[src/rtl/mem_arb_pkg.sv]
// Shared types and constants for the two-master program-BRAM arbiter.
package mem_arb_pkg;

   // Arbiter FSM states: idle, or owned by the loader (0) or the CPU (1).
   typedef enum logic [1:0] {
      IDLE   = 2'd0,
      GRANT0 = 2'd1,
      GRANT1 = 2'd2
   } arb_state_t;

   // Read data returned to a master whose transaction was forced to complete.
   localparam logic [31:0] TIMEOUT_RDATA = 32'hDEADBEEF;

   // Master indices, as stored in the last-grant register.
   localparam logic M_LOADER = 1'b0;
   localparam logic M_CPU    = 1'b1;

endpackage : mem_arb_pkg

[src/rtl/mem_arbiter.sv]
// Two-master arbiter sharing the program BRAM between the loader/monitor
// port (m0) and the CPU (m1). One outstanding transaction at a time, with a
// watchdog that force-completes a grant when the slave never answers.
module mem_arbiter
   import mem_arb_pkg::*;
#(
   parameter int TIMEOUT_CYCLES = 255,
   parameter int FIXED_PRIO     = 0
) (
   input  logic        clk,
   input  logic        reset_n,

   input  logic        m0_valid,
   output logic        m0_ready,
   input  logic [31:0] m0_addr,
   input  logic [31:0] m0_wdata,
   input  logic [3:0]  m0_wstrb,
   output logic [31:0] m0_rdata,

   input  logic        m1_valid,
   output logic        m1_ready,
   input  logic [31:0] m1_addr,
   input  logic [31:0] m1_wdata,
   input  logic [3:0]  m1_wstrb,
   output logic [31:0] m1_rdata,
   input  logic        m1_instr,

   output logic        s_valid,
   output logic        s_instr,
   input  logic        s_ready,
   output logic [31:0] s_addr,
   output logic [31:0] s_wdata,
   output logic [3:0]  s_wstrb,
   input  logic [31:0] s_rdata,

   output logic [1:0]  grant,
   output logic        timeout_err,
   input  logic        err_clear
);

   // A zero timeout disables the watchdog; keep the counter at least 1 bit.
   localparam bit              WDOG_EN = (TIMEOUT_CYCLES > 0);
   localparam int              CNT_W   = WDOG_EN ? $clog2(TIMEOUT_CYCLES + 1) : 1;
   localparam logic [CNT_W-1:0] CNT_MAX = CNT_W'(TIMEOUT_CYCLES);

   arb_state_t       state_q, state_d;
   logic             last_grant_q, last_grant_d;
   logic [CNT_W-1:0] cnt_q, cnt_d;
   logic             timeout_err_q, timeout_err_d;
   logic             err_set;
   logic             expire;
   logic             pick_m1;

   // Watchdog fires in the granted cycle where the count hits the limit and
   // the slave still has not answered.
   assign expire = WDOG_EN && (state_q != IDLE) && (cnt_q == CNT_MAX) && !s_ready;

   // Request picker: a lone requester wins; a tie goes to m0 under fixed
   // priority, otherwise to whichever master was not granted last.
   always_comb begin
      pick_m1 = 1'b0;
      if (m1_valid && !m0_valid) begin
         pick_m1 = 1'b1;
      end else if (m0_valid && m1_valid) begin
         if (FIXED_PRIO != 0) begin
            pick_m1 = 1'b0;
         end else begin
            pick_m1 = (last_grant_q == M_LOADER);
         end
      end
   end

   // Next-state, watchdog counter and the combinational master/slave muxing.
   always_comb begin
      state_d      = state_q;
      last_grant_d = last_grant_q;
      cnt_d        = cnt_q;
      err_set      = 1'b0;
      s_valid      = 1'b0;
      s_instr      = 1'b0;
      s_addr       = '0;
      s_wdata      = '0;
      s_wstrb      = '0;
      m0_ready     = 1'b0;
      m0_rdata     = '0;
      m1_ready     = 1'b0;
      m1_rdata     = '0;
      grant        = 2'b00;

      case (state_q)
         IDLE: begin
            cnt_d = '0;
            if (m0_valid || m1_valid) begin
               if (pick_m1) begin
                  state_d      = GRANT1;
                  last_grant_d = M_CPU;
               end else begin
                  state_d      = GRANT0;
                  last_grant_d = M_LOADER;
               end
            end
         end

         GRANT0: begin
            grant   = 2'b01;
            s_addr  = m0_addr;
            s_wdata = m0_wdata;
            s_wstrb = m0_wstrb;
            if (expire) begin
               m0_ready = 1'b1;
               m0_rdata = TIMEOUT_RDATA;
               err_set  = 1'b1;
               state_d  = IDLE;
            end else begin
               s_valid  = m0_valid;
               m0_ready = s_ready;
               m0_rdata = s_rdata;
               // Completion, or the master abandoned its request.
               if (s_ready || !m0_valid) begin
                  state_d = IDLE;
               end else begin
                  cnt_d = cnt_q + CNT_W'(1);
               end
            end
         end

         GRANT1: begin
            grant   = 2'b10;
            s_instr = m1_instr;
            s_addr  = m1_addr;
            s_wdata = m1_wdata;
            s_wstrb = m1_wstrb;
            if (expire) begin
               m1_ready = 1'b1;
               m1_rdata = TIMEOUT_RDATA;
               err_set  = 1'b1;
               state_d  = IDLE;
            end else begin
               s_valid  = m1_valid;
               m1_ready = s_ready;
               m1_rdata = s_rdata;
               if (s_ready || !m1_valid) begin
                  state_d = IDLE;
               end else begin
                  cnt_d = cnt_q + CNT_W'(1);
               end
            end
         end

         default: begin
            state_d = IDLE;
         end
      endcase
   end

   // Sticky error flag: a new expiry beats a clear arriving in the same cycle.
   always_comb begin
      timeout_err_d = timeout_err_q;
      if (err_set) begin
         timeout_err_d = 1'b1;
      end else if (err_clear) begin
         timeout_err_d = 1'b0;
      end
   end

   // State registers; last_grant resets to the CPU so the loader wins the
   // first tie after reset.
   always_ff @(posedge clk or negedge reset_n) begin
      if (!reset_n) begin
         state_q       <= IDLE;
         last_grant_q  <= M_CPU;
         cnt_q         <= '0;
         timeout_err_q <= 1'b0;
      end else begin
         state_q       <= state_d;
         last_grant_q  <= last_grant_d;
         cnt_q         <= cnt_d;
         timeout_err_q <= timeout_err_d;
      end
   end

   assign timeout_err = timeout_err_q;

endmodule : mem_arbiter

[config.mk]
export PLATFORM = sky130hd
export DESIGN_NAME = mem_arbiter
export DESIGN_NICKNAME = d
export VERILOG_FILES = /design/src/rtl/mem_arb_pkg.sv /design/src/rtl/mem_arbiter.sv
export SDC_FILE = /design/constraint.sdc
export NUM_CORES = 1
export LEC_CHECK = 0
export BUFFER_PORTS_ARGS = -buffer_cell sky130_fd_sc_hd__buf_2
export CORE_AREA = 2 2 120 122
export CTS_BUF_LIST = sky130_fd_sc_hd__clkbuf_4 sky130_fd_sc_hd__clkbuf_8
export DETAILED_ROUTE_END_ITERATION = 6
export DIE_AREA = 0 0 122 124
export PLACE_DENSITY = 0.56
export SYNTH_ARGS = -nofsm -noshare
export SYNTH_HDL_FRONTEND = slang
export SYNTH_SLANG_ARGS = --single-unit
[constraint.sdc]
create_clock -name clk -period 4.01 [get_ports clk]
set_input_delay 0.802 -clock clk [delete_from_list [all_inputs] [get_ports clk]]
set_output_delay 0.802 -clock clk [all_outputs]
set_load 0.02 [all_outputs]
==> results of run 1 <==
## Yosys cell counts (5+ instances only)
master    instances
buf_1             6
o21a_1           48
buf_2             5
nand2_1          11
dfrtp_1          11
inv_1            12
nand3_1           6
a22oi_1          69
ha_1              5
and3_1           17
clkbuf_1         26
nor2b_1          70
## kinds of logic (layout without fill, tap and decap cells)
family,count (synthesis),after routing,share of synthesized area
adders and majority gates,5,5,0.02667
DFF,12,12,0.1285
AOI/OAI and AO/OA,134,134,0.4379
buffers and inverters,50,337,0.08586
and+or+nand+nor,120,120,0.3125
muxes,2,2,0.008534
other,0,2,0
## registers in the layout, summed over array words and instances, names as in the netlist
| signal | cells |
|---|---|
| cnt_q | 8 |
| state_q | 2 |
| last_grant_q | 1 |
| timeout_err | 1 |
## power by group
group | leakage [nW] | switching, mW | internal (mW)
registers | 0.160 | 0.0224 | 0.149
clock network | 0.0262 | 0.0443 | 0.0768
logic | 2.09 | 1.31 | 0.838
total | 2.28 | 1.38 | 1.06
## final cells by class
cell class	count	area, um2
fillers	1543	9563
multi-input cells	261	1879
repair buffers	321	1652
flip-flops and latches	12	301.5
well taps	180	225.2
clock buffers	4	48.80
inverters	12	45.04
diodes	2	5.005
## per-stage QoR
step | util | power (mW) | cell area, um2
after floorplan | - | 1.617 | 2346
after global placement | 0.2990 | 2.342 | 4103
after detailed placement | 0.2990 | 2.334 | 4103
after CTS | 0.3026 | 2.466 | 4151
after global routing | 0.3030 | 2.610 | 4156
final | 0.3030 | 2.443 | 4156
## worst min-delay path by stage
stage / from / endpoint / slack (ns) / depth (start not counted)
2_1_floorplan: reset_n / cnt_q[0]$_DFFE_PN0P_ / 0.51 / 0
3_3_place_gp: timeout_err$_DFFE_PN0P_ / timeout_err$_DFFE_PN0P_ / 0.51 / 2
3_5_place_dp: timeout_err$_DFFE_PN0P_ / timeout_err$_DFFE_PN0P_ / 0.50 / 2
4_1_cts: reset_n / cnt_q[0]$_DFFE_PN0P_ / 0.44 / 1
5_1_grt: reset_n / cnt_q[0]$_DFFE_PN0P_ / 0.44 / 1
6_report: reset_n / cnt_q[0]$_DFFE_PN0P_ / 0.44 / 1
## worst max-delay path, stage by stage, from the launching register on
cell	delay [ns]
dfrtp_1	0.41
inv_1	0.12
ha_2	0.24
nand3b_4	0.19
nor3_1	0.28
nand2_1	0.34
and3_1	0.31
buf_2	0.16
## metal layers
metal / vias up / GRT usage / share of wire
met3: 8 / 0.02564 / 0.083
met1: 1590 / 0.1912 / 0.43
met2: 140 / 0.2357 / 0.48
li1: 1767 / - / -
met4: 0 / 0.02945 / 0.0086
met5: - / 0 / 0
==> results.txt, run 1 <==
Final nets - 791
Final Wtd Congestion - 0.8420
Main synth FF type - dfrtp_1
RR Endpoint - cnt_q[5]$_DFFE_PN0P_
fin crit share - 0.7735
IO Pins - 314
most frequent cells in the layout - buf_2, nor2b_1, a22oi_1, o21a_1, and3_1
Reg2Reg Setup Slack - 1.79 ns
Setup WS post-layout - 0.9082 ns
Worst setup SP type - flop
pre-CTS setup slack - 1.163 ns
post-synthesis async set-or-reset flop share - 1.000
Reg2Reg Depth - 7
hold slack - 0.4421 ns
share of layout cells above drive strength 1 - 0.5492
first-pass GRT wire length - 16.76 mm
worst endpoint data arrival time - 2.30 ns
leading cell type in the layout, fill and taps excluded - buf_2
drt pass-1 iters - 4
drt total wl - 12.74 mm
Syn Nets - 503
vias in the first global route - 2909
synthesis-stage register bit count - 12
setup bufs post-CTS - 0
Cell Rows - 43
maxcap violations - 0
H-tree levels - 1
DRT antenna net count - 0
largest net degree at the start of global routing - 51
DIE WIDTH - 122 um
gr usage total - 0.1415
vias per cell - 4.426
sequential area share after synthesis - 0.1285
Starting Density - 0.1710
Die ar. - 15130 um2
CP max FO - 16
Port Buf Inserts - 313
Setup TNS - 0 ns
Layout Cells excl Fill - 792
cts bufs inserted - 3
post-synth top area cell - a22oi_1
number of clock sinks - 12
via count - 3505
Critical Path RT - 3.21 ns
Critical Path Sink - m0_rdata[22]
clock latency on the worst-skew pair - 0.24 ns
Synth Area per Inst - 7.263 um2
area grow syn2layout - 77.17%
Synth cell types - 34
Slew @ Worst Pin - 0.6810 ns
Rel. slew slack - 0.5460
status - finished, final reports clean
WS Path Type - flop to output port
Die H - 124 um
Achievable Freq - 0.3224 GHz
Post-route DRC - 0
CTS clk-pin slew, worst paths - 0.05 ns
Iter 0 DRT Violations - 192
final hold vios - 0
Resized Gates After CTS - 0
grt total ovfl - 0
reg2reg start - state_q[0]$_DFFE_PN0P_
DP HPWL - 10.44 mm
final setup fails - 0
root buf cell - clkbuf_8
Synth area leaders - a22oi_1, nor2b_1, o21a_1
fin. max-slew vios - 0
placed cells - 786
Hold Path Class - input pin to asynchronous set/reset pin
antenna violations before repair - 2
share of Yosys cell area claimed by the top area cell type - 0.2208
Post-synth EDFFs - 0
Final Skew - 0.001964 ns
Tmin final - 3.102 ns
core area - 13720 um2
WL per Instance - 16.08 um
P per Cell Area - 587.8 nW/um2
RSZ-0062 raised after global routing - false
kind of end point of the critical path - output port
worst vdd ir - 387.8 uV
Worst setup startpoint - state_q[0]$_DFFE_PN0P_
CTS tree - done
mapped cell area - 2346 um2
Post-Syn Instances - 323
Yosys Warn Count - 0
worst-case clock buffer depth - 2
Hold-fix buffers, CTS - 0
Lkg Pwr - 2.276 nW
(Power assumes the default switching activity.)
==> inputs of run 2 (changes only) <==
Settings changed: ABC_AREA from default to 1, CORE_AREA 2 2 120 122 to 2 2 123 125, DIE_AREA 0 0 122 124 to 0 0 125 127.
Clock period 4.01 ns to 2.6 ns, I/O delays scaled along.
==> results.txt, run 2 <==
status - finished, final reports clean
top-count cell post-synth - nand2_1
synthesis-stage register bit count - 12 (unchanged)
Reg2Reg Setup Slack - 0.79 ns (-1.00 ns)
Synth Area per Inst - 5.235 um2 (-28%)
Cell Rows - 44 (+2.3%)
root buf cell - clkbuf_8
WL per Instance - 12.46 um (-23%)
Synth area leaders - nand2_1, a21oi_1, dfrtp_1
H-tree levels - 1 (unchanged)
vias per cell - 4.210 (-4.9%)
Post-synth EDFFs - 0 (unchanged)
area grow syn2layout - 75.84%
Rel. slew slack - 0.6243 (+0.07832)
Setup TNS - 0 ns (unchanged)
Hold-fix buffers, CTS - 0 (unchanged)
first-pass GRT wire length - 17.44 mm (+4.1%)
clock network power share - 0.046 (-0.004)
DP HPWL - 9.624 mm (-7.8%)
Final nets - 933 (+18%)
worst-case clock buffer depth - 2 (unchanged)
Port Buf Inserts - 313 (unchanged)
core area - 14420 um2 (+5.1%)
Post-route DRC - 0 (unchanged)
Seq pwr share - 0.066 (-0.004)
Lkg Pwr - 2.518 nW (+11%)
Syn Nets - 636 (+26%)
Synth cell types - 31 (-8.8%)
Layout Cells excl Fill - 936 (+18%)
Tmin final - 2.440 ns
vias in the first global route - 3489 (+20%)
gr usage total - 0.1314 (-0.01012)
Reg2Reg Depth - 8 (+1)
CP max FO - 10 (-6)
worst endpoint data arrival time - 1.92 ns (-0.38 ns)
fin. max-slew vios - 0 (unchanged)
Iter 0 DRT Violations - 121 (-37%)
fin crit share - 0.9386
combinational share of power - 0.888 (+0.008)
Die ar. - 15880 um2 (+4.9%)
Main synth FF type - dfrtp_1
Die H - 127 um (+2.4%)
Starting Density - 0.1655 (-0.005489)
Largest regs - cnt_q x8, state_q x2
Storage cell area - 301.5 um2 (unchanged)
maxcap violations - 0 (unchanged)
Final Wtd Congestion - 0.7854 (-6.7%)
share of Yosys cell area claimed by the top area cell type - 0.2689 (+0.04807)
multi-input logic area - 1693 um2 (-9.9%)
internal power - 1.456 mW (+37%)
Hold Path Class - input pin to asynchronous set/reset pin
leading cell type in the layout, fill and taps excluded - buf_2
final setup fails - 0 (unchanged)
mapped cell area - 2387 um2 (+1.8%)
final hold vios - 0 (unchanged)
drt total wl - 11.67 mm (-8.4%)
kind of end point of the critical path - output port
Switching Fraction - 0.6333 (+0.06863)
Worst setup SP type - flop
P_sw - 2.515 mW (+82%)
number of clock sinks - 12 (unchanged)
post-synthesis async set-or-reset flop share - 1.000 (unchanged)
CTS tree - done
drt pass-1 iters - 4 (unchanged)
placed cells - 928 (+18%)
cts bufs inserted - 3 (unchanged)
DIE WIDTH - 125 um (+2.5%)
Top reg by flops - cnt_q
WS Path Type - flop to output port
antenna violations before repair - 0 (-2)
Achievable Freq - 0.4098 GHz
P per Cell Area - 946.0 nW/um2 (+61%)
grt total ovfl - 0 (unchanged)
worst vdd ir - 511.1 uV (+32%)
DRT antenna net count - 0 (unchanged)
largest net degree at the start of global routing - 72 (+41%)
max FFs per register - 8 (unchanged)
Slew @ Worst Pin - 0.5627 ns (-0.1183 ns)
Yosys Warn Count - 0 (unchanged)
Critical Path RT - 2.08 ns (-1.13 ns)
overall power - 3.971 mW (+63%)
RR Endpoint - state_q[1]$_DFFE_PN0P_
most frequent cells in the layout - buf_2, nand2_1, a21oi_1, inv_1, nor3_1
sequential area share after synthesis - 0.1263 (-0.002223)
clock latency on the worst-skew pair - 0.24 ns (about the same)
Final Skew - 0.003598 ns (+0.001635 ns)
reg2reg start - state_q[0]$_DFFE_PN0P_
IO Pins - 314 (unchanged)
diode count - 0 (-2)
Post-Syn Instances - 456 (+41%)
via count - 3941 (+12%)
CTS clk-pin slew, worst paths - 0.05 ns (about the same)
share of layout cells above drive strength 1 - 0.4694 (-0.07977)
post-synth top area cell - nand2_1
Synth top cells by count - nand2_1, a21oi_1, inv_1
RSZ-0062 raised after global routing - false
filler instances - 1666 (+8.0%)
[run 2: area by class of cell]
type	instances	area share
Tap cell	184	0.05484
Multi-Input combinational cell	356	0.4033
Sequential cell	12	0.07183
Inverter	52	0.04650
Clock buffer	4	0.01162
Timing Repair Buffer	328	0.4119
[run 2: worst max path at each step]
stage	startpoint	end	slack, ns
global route	state_q[0]$_DFFE_PN0P_	s_valid	0.006
CTS	cnt_q[0]$_DFFE_PN0P_	m1_rdata[3]	0.11
finish	cnt_q[0]$_DFFE_PN0P_	m0_rdata[6]	0.16
floorplan	state_q[1]$_DFFE_PN0P_	m0_rdata[14]	0.30
detailed placement	cnt_q[0]$_DFFE_PN0P_	m1_rdata[3]	0.37
global placement	state_q[0]$_DFFE_PN0P_	s_valid	0.40
[run 2: critical path, stage by stage (launching register included)]
cell     delay [ns]
dfrtp_1        0.39
ha_1           0.22
nand3_2        0.14
nor2_4         0.18
nand3_4        0.16
buf_4          0.18
a21oi_1        0.20
buf_2          0.21
[run 2: metal layers]
layer | routed length (um) | part of all wire | global-route usage
met5 | 0 | 0 | 0
met2 | 5903 | 0.51 | 0.2465
met4 | 91 | 0.0078 | 0.02222
met3 | 906 | 0.078 | 0.01884
met1 | 4765 | 0.41 | 0.1615
[run 2: power by group through the flow]
stage | clock, mW | sequential, mW | combinational, mW
3_5_place_dp | 0 | 0.265 | 3.56
3_3_place_gp | 0 | 0.264 | 3.58
2_1_floorplan | 0 | 0.258 | 2.26
4_1_cts | 0.192 | 0.262 | 3.57
5_1_grt | 0.199 | 0.268 | 3.86
6_report | 0.183 | 0.262 | 3.53
[run 2: cells by family (layout without fill, tap and decap cells)]
| logic type | count (synthesis) | after routing | share of synthesized area |
|---|---|---|---|
| AOI/OAI and AO/OA | 127 | 127 | 0.2736 |
| xor gates and xnor gates | 1 | 1 | 0.003669 |
| adders and majority gates | 5 | 5 | 0.02621 |
| buffers and inverters | 88 | 384 | 0.1667 |
| DFF | 12 | 12 | 0.1263 |
| and+or+nand+nor | 223 | 223 | 0.4036 |
[run 2: what timing repair did]
action	4_1_cts	5_1_grt
endpoints found under the setup margin	0	24
hold endpoints to repair	0	0
setup buffers	0	4
resized for setup	0	0
[run 2: per-stage QoR]
stage | hold slack, ns | utilization | setup slack [ns] | instance area, um2
6_report | 0.1539 | 0.2910 | 0.1595 | 4198
5_1_grt | 0.1680 | 0.2910 | 0.006272 | 4198
4_1_cts | 0.1574 | 0.2889 | 0.1051 | 4168
3_5_place_dp | 0.4183 | 0.2856 | 0.3727 | 4119
3_3_place_gp | 0.4165 | 0.2856 | 0.3961 | 4119
2_1_floorplan | 0.2244 | - | 0.3018 | 2387
==> inputs of run 3 (changes only) <==
Settings changed: CORE_AREA 2 2 123 125 to 2 2 121 123, DIE_AREA 0 0 125 127 to 0 0 123 125.
Clock period 2.6 ns to 2.4 ns, I/O delays scaled along.
==> results.txt, run 3 (synthesis gave the netlist of run 2 again) <==
root buf cell - clkbuf_8
Hold Path Class - input pin to asynchronous set/reset pin
Top reg by flops - cnt_q
CTS clk-pin slew, worst paths - 0.06 ns (about the same)
clock latency on the worst-skew pair - 0.24 ns (about the same)
IO Pins - 314 (unchanged)
DRT antenna net count - 0 (unchanged)
Worst setup SP type - flop
drt pass-1 iters - 4 (unchanged)
worst-path cell chain - ha_2, nand3_4, nor2_4, nand3_4, buf_4, a21oi_1, buf_4
number of clock sinks - 12 (unchanged)
pre-CTS setup slack - 0.2233 ns (-0.1494 ns)
leading cell type in the layout, fill and taps excluded - buf_2
gr usage total - 0.1378 (+0.006406)
Setup WS post-layout - 0.01846 ns (-0.1411 ns)
fin crit share - 0.9923
share of layout cells above drive strength 1 - 0.4809 (+0.01148)
CP max FO - 5 (-5)
area grow syn2layout - 82.18%
Critical Path RT - 1.92 ns (-0.16 ns)
DIE WIDTH - 123 um (-1.6%)
Achievable Freq - 0.4199 GHz
antenna violations before repair - 1 (+1)
status - finished, final reports clean
fin area - 4349 um2 (+3.6%)
WL per Instance - 12.98 um (+4.1%)
CP max stage delay - 0.39 ns (about the same)
worst vdd ir - 552.1 uV (+8.0%)
Final Wtd Congestion - 0.8344 (+6.2%)
vias per cell - 4.269 (+1.4%)
Tmin final - 2.382 ns
WS Path Type - flop to output port
Worst Path Buf+Inv - 2 (unchanged)
Setup TNS - 0 ns (unchanged)
Post-route DRC - 0 (unchanged)
drt total wl - 12.25 mm (+5.0%)
Die ar. - 15380 um2 (-3.1%)
final setup fails - 0 (unchanged)
kind of end point of the critical path - output port
dpl cell area - 4146 um2 (+0.67%)
most frequent cells in the layout - buf_2, nand2_1, a21oi_1, inv_1, buf_4
grt total ovfl - 0 (unchanged)
final hold vios - 0 (unchanged)
Hold-fix buffers, CTS - 0 (unchanged)
vias in the first global route - 3404 (-2.4%)
Cell Rows - 44 (unchanged)
Lkg Pwr - 2.559 nW (+1.6%)
cts bufs inserted - 3 (unchanged)
Slew @ Worst Pin - 0.3861 ns (-0.1766 ns)
Iter 0 DRT Violations - 188 (+55%)
Final Skew - 0.002244 ns (-0.001354 ns)
max FFs per register - 8 (unchanged)
RSZ-0062 raised after global routing - true
CTS tree - done
Starting Density - 0.1681 (+0.002566)
Largest regs - cnt_q x8, state_q x2
H-tree levels - 1 (unchanged)
P per Cell Area - 1018 nW/um2 (+7.6%)
worst endpoint data arrival time - 1.90 ns (-0.02 ns)
Final nets - 940 (+0.75%)
delay-heaviest family, CP - simple AND/OR/NAND/NOR gates
Rel. slew slack - 0.7411 (+0.1168)
Die H - 125 um (-1.6%)
core area - 14200 um2 (-1.5%)
first-pass GRT wire length - 17.05 mm (-2.3%)
via count - 4030 (+2.3%)
worst-case clock buffer depth - 2 (unchanged)
largest net degree at the start of global routing - 50 (-31%)
DP HPWL - 9.693 mm (+0.73%)
critical path's slowest cell - dfrtp_1
fin. max-slew vios - 0 (unchanged)
Port Buf Inserts - 313 (unchanged)
final core occ - 0.3062 (+0.01517)
overall power - 4.426 mW (+11%)
maxcap violations - 0 (unchanged)
run 3: report_power, final:
| part | switching [mW] | internal, mW |
|---|---|---|
| combinational | 2.64 | 1.28 |
| clock | 0.0792 | 0.145 |
| sequential | 0.0348 | 0.248 |
run 3: path summary, 6_finish.rpt:
path                                            end  depth (start not counted)                      from  slack, ns
max                                    m1_rdata[13]                          7      cnt_q[1]$_DFFE_PN0P_       0.02
max in group asynchronous  last_grant_q$_DFFE_PN1P_                          1                   reset_n       1.99
min                            cnt_q[3]$_DFFE_PN0P_                          1                   reset_n       0.12
min reg2reg                last_grant_q$_DFFE_PN1P_                          2  last_grant_q$_DFFE_PN1P_       0.50
max reg2reg                    cnt_q[7]$_DFFE_PN0P_                          7    state_q[1]$_DFFE_PN0P_       0.64
min in group clk            timeout_err$_DFFE_PN0P_                          2                 err_clear       0.43
run 3: worst register-to-register path: cells and delay by family, from the launching register on:
family / cells / cell delay, ns
buffers and inverters: 2 / 0.26
AND/OR/NAND/NOR: 2 / 0.21
flip-flops: 1 / 0.39
adder cells (fa/ha/maj): 1 / 0.21
AO/OA/AOI/OAI: 2 / 0.62
run 3: cell type report:
cell class,instances,area [um2]
sequential,12,301.5
clock buffer,4,55.05
tap,184,230.2
multi-input combinational,357,1734
fill,1623,9854
inverter,52,197.7
antenna,1,2.502
timing repair buffer,334,1828
run 3: timing repair:
item	in CTS	in global routing
setup endpoints to repair	37	65
pin swaps	1	2
endpoints found under the hold margin	0	0
gates cloned	0	1
resized for setup	0	23
setup buffers	3	5
run 3: per-stage QoR:
stage          cells  hold WS [ns]
2_1_floorplan    456        0.1844
3_3_place_gp     930        0.3879
3_5_place_dp     930        0.3913
4_1_cts          937        0.1321
5_1_grt          944        0.1343
6_report         944        0.1218
run 3: routing by layer:
metal | global-route usage | vias to the layer above | routed length [um]
met4 | 0.02005 | 0 | 26
li1 | - | 2063 | -
met5 | 0 | - | 0
met3 | 0.01141 | 2 | 953
met1 | 0.1602 | 1740 | 4812
met2 | 0.2723 | 225 | 6460
